--- config.mk ---
export PLATFORM = sky130hd
export DESIGN_NAME = fifo_wr_arbiter
export DESIGN_NICKNAME = d
export VERILOG_FILES = /design/src/rtl/fifo_arb_pkg.sv /design/src/rtl/fifo_wr_arbiter_rr_pick.sv /design/src/rtl/fifo_wr_arbiter.sv
export SDC_FILE = /design/constraint.sdc
export NUM_CORES = 1
export LEC_CHECK = 0
export BUFFER_PORTS_ARGS = -buffer_cell sky130_fd_sc_hd__buf_2
export CAP_MARGIN = 40
export CORE_AREA = 10 10 125 127
export DETAILED_ROUTE_END_ITERATION = 7
export DIE_AREA = 0 0 135 137
export PLACE_DENSITY_LB_ADDON = 0.05
export SYNTH_ARGS = -nofsm -noshare
export SYNTH_HDL_FRONTEND = slang
export SYNTH_SLANG_ARGS = --single-unit
--- constraint.sdc ---
create_clock -name clk -period 2.1 [get_ports clk]
set_input_delay 0.315 -clock clk [delete_from_list [all_inputs] [get_ports clk]]
set_output_delay 0.315 -clock clk [all_outputs]
set_load 0.01 [all_outputs]
--- src/rtl/fifo_arb_pkg.sv ---
// rtl/fifo_arb_pkg.sv - shared state encoding and helpers for the FIFO write arbiter
package fifo_arb_pkg;

  localparam logic ST_IDLE  = 1'b0;
  localparam logic ST_GRANT = 1'b1;

  function automatic int clog2(input int n);
    int r;
    r = 0;
    while ((1 << r) < n) r++;
    return r;
  endfunction

endpackage

--- src/rtl/fifo_wr_arbiter_rr_pick.sv ---
// rtl/fifo_wr_arbiter_rr_pick.sv - combinational round-robin picker, first valid at or after ptr
module rr_pick
  import fifo_arb_pkg::*;
#(
  parameter int N_REQ    = 4,
  parameter int ID_WIDTH = clog2(N_REQ)
) (
  input  logic [N_REQ-1:0]    valid,
  input  logic [ID_WIDTH-1:0] ptr,
  output logic [ID_WIDTH-1:0] idx,
  output logic                found
);

  // Scan offsets from farthest to nearest so the nearest set bit wins.
  always_comb begin
    idx   = '0;
    found = 1'b0;
    for (int i = N_REQ - 1; i >= 0; i--) begin
      if (valid[(int'(ptr) + i) % N_REQ]) begin
        idx   = ID_WIDTH'((int'(ptr) + i) % N_REQ);
        found = 1'b1;
      end
    end
  end

endmodule

--- src/rtl/fifo_wr_arbiter.sv ---
// rtl/fifo_wr_arbiter.sv - round-robin burst arbiter sharing one FIFO write port
module fifo_wr_arbiter
  import fifo_arb_pkg::*;
#(
  parameter int N_REQ      = 4,
  parameter int ID_WIDTH   = clog2(N_REQ),
  parameter int DATA_WIDTH = 64,
  parameter int ADDR_WIDTH = 4,
  parameter int RAM_DEPTH  = 1 << ADDR_WIDTH,
  parameter int BURST_LEN  = 4
) (
  input  logic                        clk,
  input  logic                        reset,
  input  logic [N_REQ-1:0]            req_valid,
  input  logic [N_REQ*DATA_WIDTH-1:0] req_data,
  output logic [N_REQ-1:0]            req_ready,
  input  logic [ADDR_WIDTH:0]         fifo_count,
  input  logic                        fifo_full,
  output logic                        push,
  output logic [DATA_WIDTH-1:0]       data_in,
  output logic [ID_WIDTH-1:0]         grant_id,
  output logic                        busy,
  output logic                        err_ovf
);

  localparam int BCW = (BURST_LEN > 1) ? clog2(BURST_LEN) : 1;

  logic                  state;
  logic [ID_WIDTH-1:0]   rr_ptr;
  logic [BCW-1:0]        beat_cnt;
  logic [ADDR_WIDTH+1:0] occ;
  logic                  space_ok;
  logic                  cur_valid;
  logic                  xfer;
  logic                  last_beat;
  logic                  release_now;
  logic [ID_WIDTH-1:0]   next_ptr;
  logic [ID_WIDTH-1:0]   pick_idx;
  logic                  pick_found;
  logic [DATA_WIDTH-1:0] cur_data;

  rr_pick #(
    .N_REQ    (N_REQ),
    .ID_WIDTH (ID_WIDTH)
  ) u_pick (
    .valid (req_valid),
    .ptr   (rr_ptr),
    .idx   (pick_idx),
    .found (pick_found)
  );

  // The word sitting in the push register has not landed in fifo_count yet.
  assign occ       = {1'b0, fifo_count} + {{(ADDR_WIDTH+1){1'b0}}, push};
  assign space_ok  = occ < (ADDR_WIDTH+2)'(RAM_DEPTH);
  assign cur_valid = req_valid[grant_id];
  assign cur_data  = req_data[int'(grant_id)*DATA_WIDTH +: DATA_WIDTH];
  assign xfer      = (state == ST_GRANT) && cur_valid && space_ok;
  assign last_beat = (beat_cnt == BCW'(BURST_LEN - 1));
  assign release_now = (state == ST_GRANT) && ((xfer && last_beat) || !cur_valid);
  assign next_ptr  = (int'(grant_id) == N_REQ - 1) ? '0 : grant_id + 1'b1;
  assign busy      = (state == ST_GRANT);

  always_comb begin
    req_ready = '0;
    if (state == ST_GRANT) req_ready[grant_id] = space_ok;
  end

  always_ff @(posedge clk) begin
    if (!reset) begin
      state    <= ST_IDLE;
      push     <= 1'b0;
      data_in  <= '0;
      grant_id <= '0;
      err_ovf  <= 1'b0;
      rr_ptr   <= '0;
      beat_cnt <= '0;
    end else begin
      push <= xfer;
      if (xfer) data_in <= cur_data;
      if (push && fifo_full) err_ovf <= 1'b1;

      case (state)
        ST_IDLE: begin
          if (pick_found) begin
            grant_id <= pick_idx;
            beat_cnt <= '0;
            state    <= ST_GRANT;
          end
        end
        default: begin
          if (xfer) beat_cnt <= beat_cnt + 1'b1;
          if (release_now) begin
            rr_ptr <= next_ptr;
            state  <= ST_IDLE;
          end
        end
      endcase
    end
  end

endmodule

Word-level counts from Yosys, hierarchy flattened
Cells that the tools add are included.
Cells by class
  multiplexer cells: 31
  reduce and logical (&&, ||, !) cells: 15
  add/sub/neg operators: 6
  eq/ne operators: 3
  shifts and indexed selects: 1
  magnitude comparators: 7
  bitwise operators: 5
Operator list (count)
  256-bit by 9-bit indexed part select with 64-bit output: 1
  1-bit two-way mux: 16
  2-bit two-way mux: 8
  3-bit by 4-bit less-than comparator with 1-bit output (second input constant): 3
  1-bit binary-select mux with 2-bit select: 5
  2-bit by 1-bit adder with 2-bit output (second input constant): 3
  5-bit by 1-bit adder with 6-bit output: 1
  1-bit logical AND: 6
  2-bit by 3-bit less-than comparator with 1-bit output (second input constant): 2
  6-bit by 5-bit less-than comparator with 1-bit output (second input constant): 1
  2-bit AND reduction: 3
  2-bit OR reduction: 3
  2-bit adder (second input constant): 2
  4-bit AND: 1
  4-bit two-way mux: 1
  1-bit AND (first input constant): 3
  1-bit demux with 2-bit select: 1
  2-bit by 1-bit == test with 1-bit output (second input constant): 1
  2-bit == test (second input constant): 1
  2-bit by 1-bit greater-or-equal comparator with 1-bit output (second input constant): 1
  2-bit by 1-bit != test with 1-bit output (second input constant): 1
  2-bit nonzero test: 1
  1-bit zero test: 1
  1-bit logical OR: 1
  1-bit NOT: 1
Storage, ports and cells
  input bits: 268
  logic and storage cells: 75
  output and inout port bits: 73
  bits in registers: 73

Longest topological paths before layout
  word-level depth: 12
  gate-level depth with buffers: 7
  depth with buffers taken out: 5

By module
Synthesis repeated with hierarchy kept, for this count alone.
Second synthesis, totals
  cells, all modules: 426
  area total of the unflattened synthesis: 4481.8 um2
Modules (own cells, without submodules)
  fifo_wr_arbiter: area each 4404.2 um2, sequential area each 1461.4 um2, cells an instance 413, instances 1
  rr_pick: area each 77.6 um2, sequential area each 0.0 um2, cells an instance 13, instances 1

Worst setup path after synthesis
No wires, ideal clock.
  kind: register -> register
  start: register grant_id[0]
  end: register data_in[0]
  period minus slack after synthesis: 1.789 ns
  stages on the path, launching flop included: 7
  data arrival time: 1.673 ns
  setup time: 0.116 ns
  slack: 0.311 ns
  cells stage by stage: dfxtp_1 buf_2 buf_4 buf_2 mux4_2 nand2_1 a21boi_1
On the way
  longest elaborated chain between the ends: 4
  elaborated cells on any way between the ends: 5
RTL lines
  start, declared: RTL line fifo_wr_arbiter.sv:21  | output logic [ID_WIDTH-1:0] grant_id,
  start signal, assigned: RTL line fifo_wr_arbiter.sv:85  | grant_id <= pick_idx;
  parallel branches: the longest is 4 deep, another holds 256-bit by 9-bit indexed part select with 64-bit output
  end signal, assigned: RTL line fifo_wr_arbiter.sv:79  | if (xfer) data_in <= cur_data;
  end, declared: RTL line fifo_wr_arbiter.sv:20  | output logic [DATA_WIDTH-1:0] data_in,
Several ways; the timed one is not identified. The select of a mux whose other input is x is not followed.
A chain may end at the register's enable or synchronous reset.

Worst setup path after layout
  start: register grant_id[0]
  end: output req_ready[0]
On the way
  longest elaborated chain between the ends: 6
  elaborated cells on any way between the ends: 7
RTL lines
  2-bit by 3-bit less-than comparator with 1-bit output (implied by the code) or 2-bit by 1-bit greater-or-equal comparator with 1-bit output (tied branches): RTL line fifo_wr_arbiter.sv:65  | if (state == ST_GRANT) req_ready[grant_id] = space_ok;
  1-bit logical AND (implied by the code): RTL line fifo_wr_arbiter.sv:65
  1-bit two-way mux (implied by the code): RTL line fifo_wr_arbiter.sv:65
  1-bit demux with 2-bit select (*): RTL line fifo_wr_arbiter.sv:65
  4-bit AND (no line) (*)
  4-bit two-way mux (*): RTL line fifo_wr_arbiter.sv:65
  end, declared: RTL line fifo_wr_arbiter.sv:16  | output logic [N_REQ-1:0] req_ready,
Mark *: on every way between the ends. The rest lies on a longest branch, timed or not.

==> flow_summary.toml <==
[clocking]
clock-sinks = 73
cts_buffers = 9
cts_setup_buffers = 0
htree_num_levels = 3
cts_root_buffer = "clkbuf_16"
ctsLongestPathBuffers = 2
ctsHoldBuffers = 0
cts.repair.resized = 0
clk_pin_slew_ns = 0.06
insertion_delay_ns = 0.32
cts_tree = "yes"

[critical_path]
r2r_start = "grant_id[1]$_SDFFE_PN0P_"
crit_required_ns = 1.78
r2r-end = "beat_cnt[1]$_SDFFE_PN0P_"
critical_path_class = "reg2out"
critPathMaxFanout = 44
start_kind = "register"
critPathCaptureType = "output port"
cpMaxStageDelayCell = "dfxtp_4"
critPathMaxStageDelay_ns = 0.37
r2r_cells = 5
worstPathArrival_ns = 1.66
path_cells = "buf_12 > inv_1 > ha_1 > and2_1 > buf_2"
ff2ff_setup_slack_ns = 0.32

[yosys]
netlist_area_um2 = 4460
synth-seq-cells = 73
yosys.area.top_type_share_pct = 32.8
ys_seq_area_share_pct = 32.8
yosysMostFrequentCell = "nand2_1"
ys.flop_type = "dfxtp_1"
async_flop_share_pct = 0
synth_commonest_cells = "nand2_1 (134), dfxtp_1 (73), mux4_2 (65), a21boi_1 (53), buf_2 (17)"
syn_inst = 424
ys_top_cells_by_area = "mux4_2 (33%), dfxtp_1 (33%), nand2_1 (11%)"
synth-edff-count = 0
yosys_warnings = 0
ys_types = 31
mappedNetlistNets = 697
synth_area_per_cell_um2 = 10.5
post-synth-top-area-cell = "mux4_2"

[grt]
overflow = 0
grt_start_max_net_pins = 76
grt_pass1_wl_mm = 26.3
antenna_found_initial = 0
track_usage_pct = 17.9
grt_pass1_vias = 4979

[timing]
fin_crit_ns = 1.98
period_share_pct = 94.2
tns_ns = 0
slew_viol_final = 0
tightestPinTransition_ns = 0.447
hold_viol = 0
max_freq_mhz = 506
clock_skew_ns = 0.00450
maxSlewHeadroom_pct = 69.4
setup_violations = 0
rsz0062_at_grt = "no"

[drt]
vias = 4537
wl_met2_mm = 9.14
remaining_drc_errors = 0
routed_wl_mm = 17.5
vias_per_cell = 4.88
routed.top_layer = "met4"
drtIter0Drc = 198
met3WireLength_mm = 1.97
drt_first_pass_iters = 4
ant_nets = 0
wl_per_cell_um = 18.8
met1Wirelength_mm = 6.25

[layout]
drive_gt1_share_pct = 57.6
nets = 1021
syn_to_final_growth_pct = 49.3
multi_input_area_um2 = 2790
seq_area_um2 = 1470
fillers = 1251
diodes = 0

[min_path]
hold_depth = 3
hold_start = "fifo_full"
hp-class = "in2reg"
worstHoldEndpoint = "err_ovf$_SDFFE_PN0P_"

[power_and_ir_drop]
peakVddDrop_mv = 0.407
p_leak_nw = 3.02
power_density_nw_per_um2 = 601
p_total_mw = 4.00

[placement]
place_congestion = 0.862
port_buffers = 340
dpl.hpwl_mm = 14.5

[die]
die_area_um2 = 18500
fp.dieH_um = 137
ios = 341
core_area_um2 = 13100
fp.dieW_um = 135
start_util_pct = 34.1
rows = 42

[flow_run]
timing.max_cap.violations = 0

[status]
outcome = "completed"
[sequential cells by signal (all words and copies together), names as in the netlist]
name      count
grant_id      2
rr_ptr        2
beat_cnt      2
err_ovf       1
push          1
data_in      64
busy          1
[final cells by class]
type | instances | share of cell area, %
multi-input cells | 309 | 41.9
inverters | 5 | 0.282
well taps | 176 | 3.31
repair buffers | 350 | 27.8
clock buffers | 14 | 4.12
clock inverters | 2 | 0.527
flip-flops and latches | 73 | 22.0
[placed cells by master (no fill, tap or decap), drive strengths merged, types with 3 or more instances in the layout]
cell type | synthesis | routed
nand2 | 134 | 134
inv | 5 | 5
o21a | 3 | 3
mux4 | 65 | 65
nor2 | 5 | 5
a21boi | 68 | 68
dfxtp | 73 | 73
a21oi | 3 | 3
nor2b | 4 | 4
and2 | 5 | 5
ha | 5 | 5
buf | 26 | 350
clkbuf | 11 | 14
[kinds of logic (layout without fill, tap and decap cells)]
| group | after synthesis | in the layout | synth area share (%) |
|---|---|---|---|
| AOI/OAI and AO/OA | 81 | 81 | 13.6 |
| adders and majority gates | 5 | 5 | 1.40 |
| muxes | 67 | 67 | 33.3 |
| and+or+nand+nor | 156 | 156 | 14.0 |
| buffers and inverters | 42 | 371 | 4.86 |
| DFF | 73 | 73 | 32.8 |
[metal layers]
layer  vias up  track usage [%]
li1       2188                -
met1      2119             17.9
met2       222             33.0
met3         8             8.21
met4         0             4.31
met5         -                0
[worst max-delay path: cells and delay by family (launching register included)]
kind | cells | cell delay [ns]
flip-flops | 1 | 0.37
adder cells (fa/ha/maj) | 1 | 0.21
AND/OR/NAND/NOR | 1 | 0.14
buffers and inverters | 3 | 0.58
[stage by stage]
step	hold WS (ns)	instance area [um^2]	util (%)	instances	setup slack, ns
6_report	0.241	6650	50.9	929	0.122
5_1_grt	0.245	6650	50.9	929	0.0376
4_1_cts	0.234	6650	50.9	929	0.0970
3_5_place_dp	0.443	6340	48.5	913	0.300
3_3_place_gp	0.439	6340	48.5	913	0.342
2_1_floorplan	0.456	4460	-	424	0.311
[where the power goes]
group,switching (mW),internal (mW)
logic,0.398,0.548
clock network,0.554,1.02
registers,0.0381,1.45
[worst max path at each step]
stage,startpoint,end,slack (ns),cells after the start
after floorplan,grant_id[0]$_SDFFE_PN0P_,data_in[0]$_SDFFE_PN0P_,0.31,6
after global placement,req_valid[1],data_in[34]$_SDFFE_PN0P_,0.34,6
after detailed placement,req_valid[1],beat_cnt[1]$_SDFFE_PN0P_,0.30,6
after CTS,grant_id[0]$_SDFFE_PN0P_,req_ready[2],0.1,5
after global routing,grant_id[0]$_SDFFE_PN0P_,req_ready[2],0.04,5
final,grant_id[0]$_SDFFE_PN0P_,req_ready[0],0.12,5
Note: power is estimated with default switching activity, not from simulation.
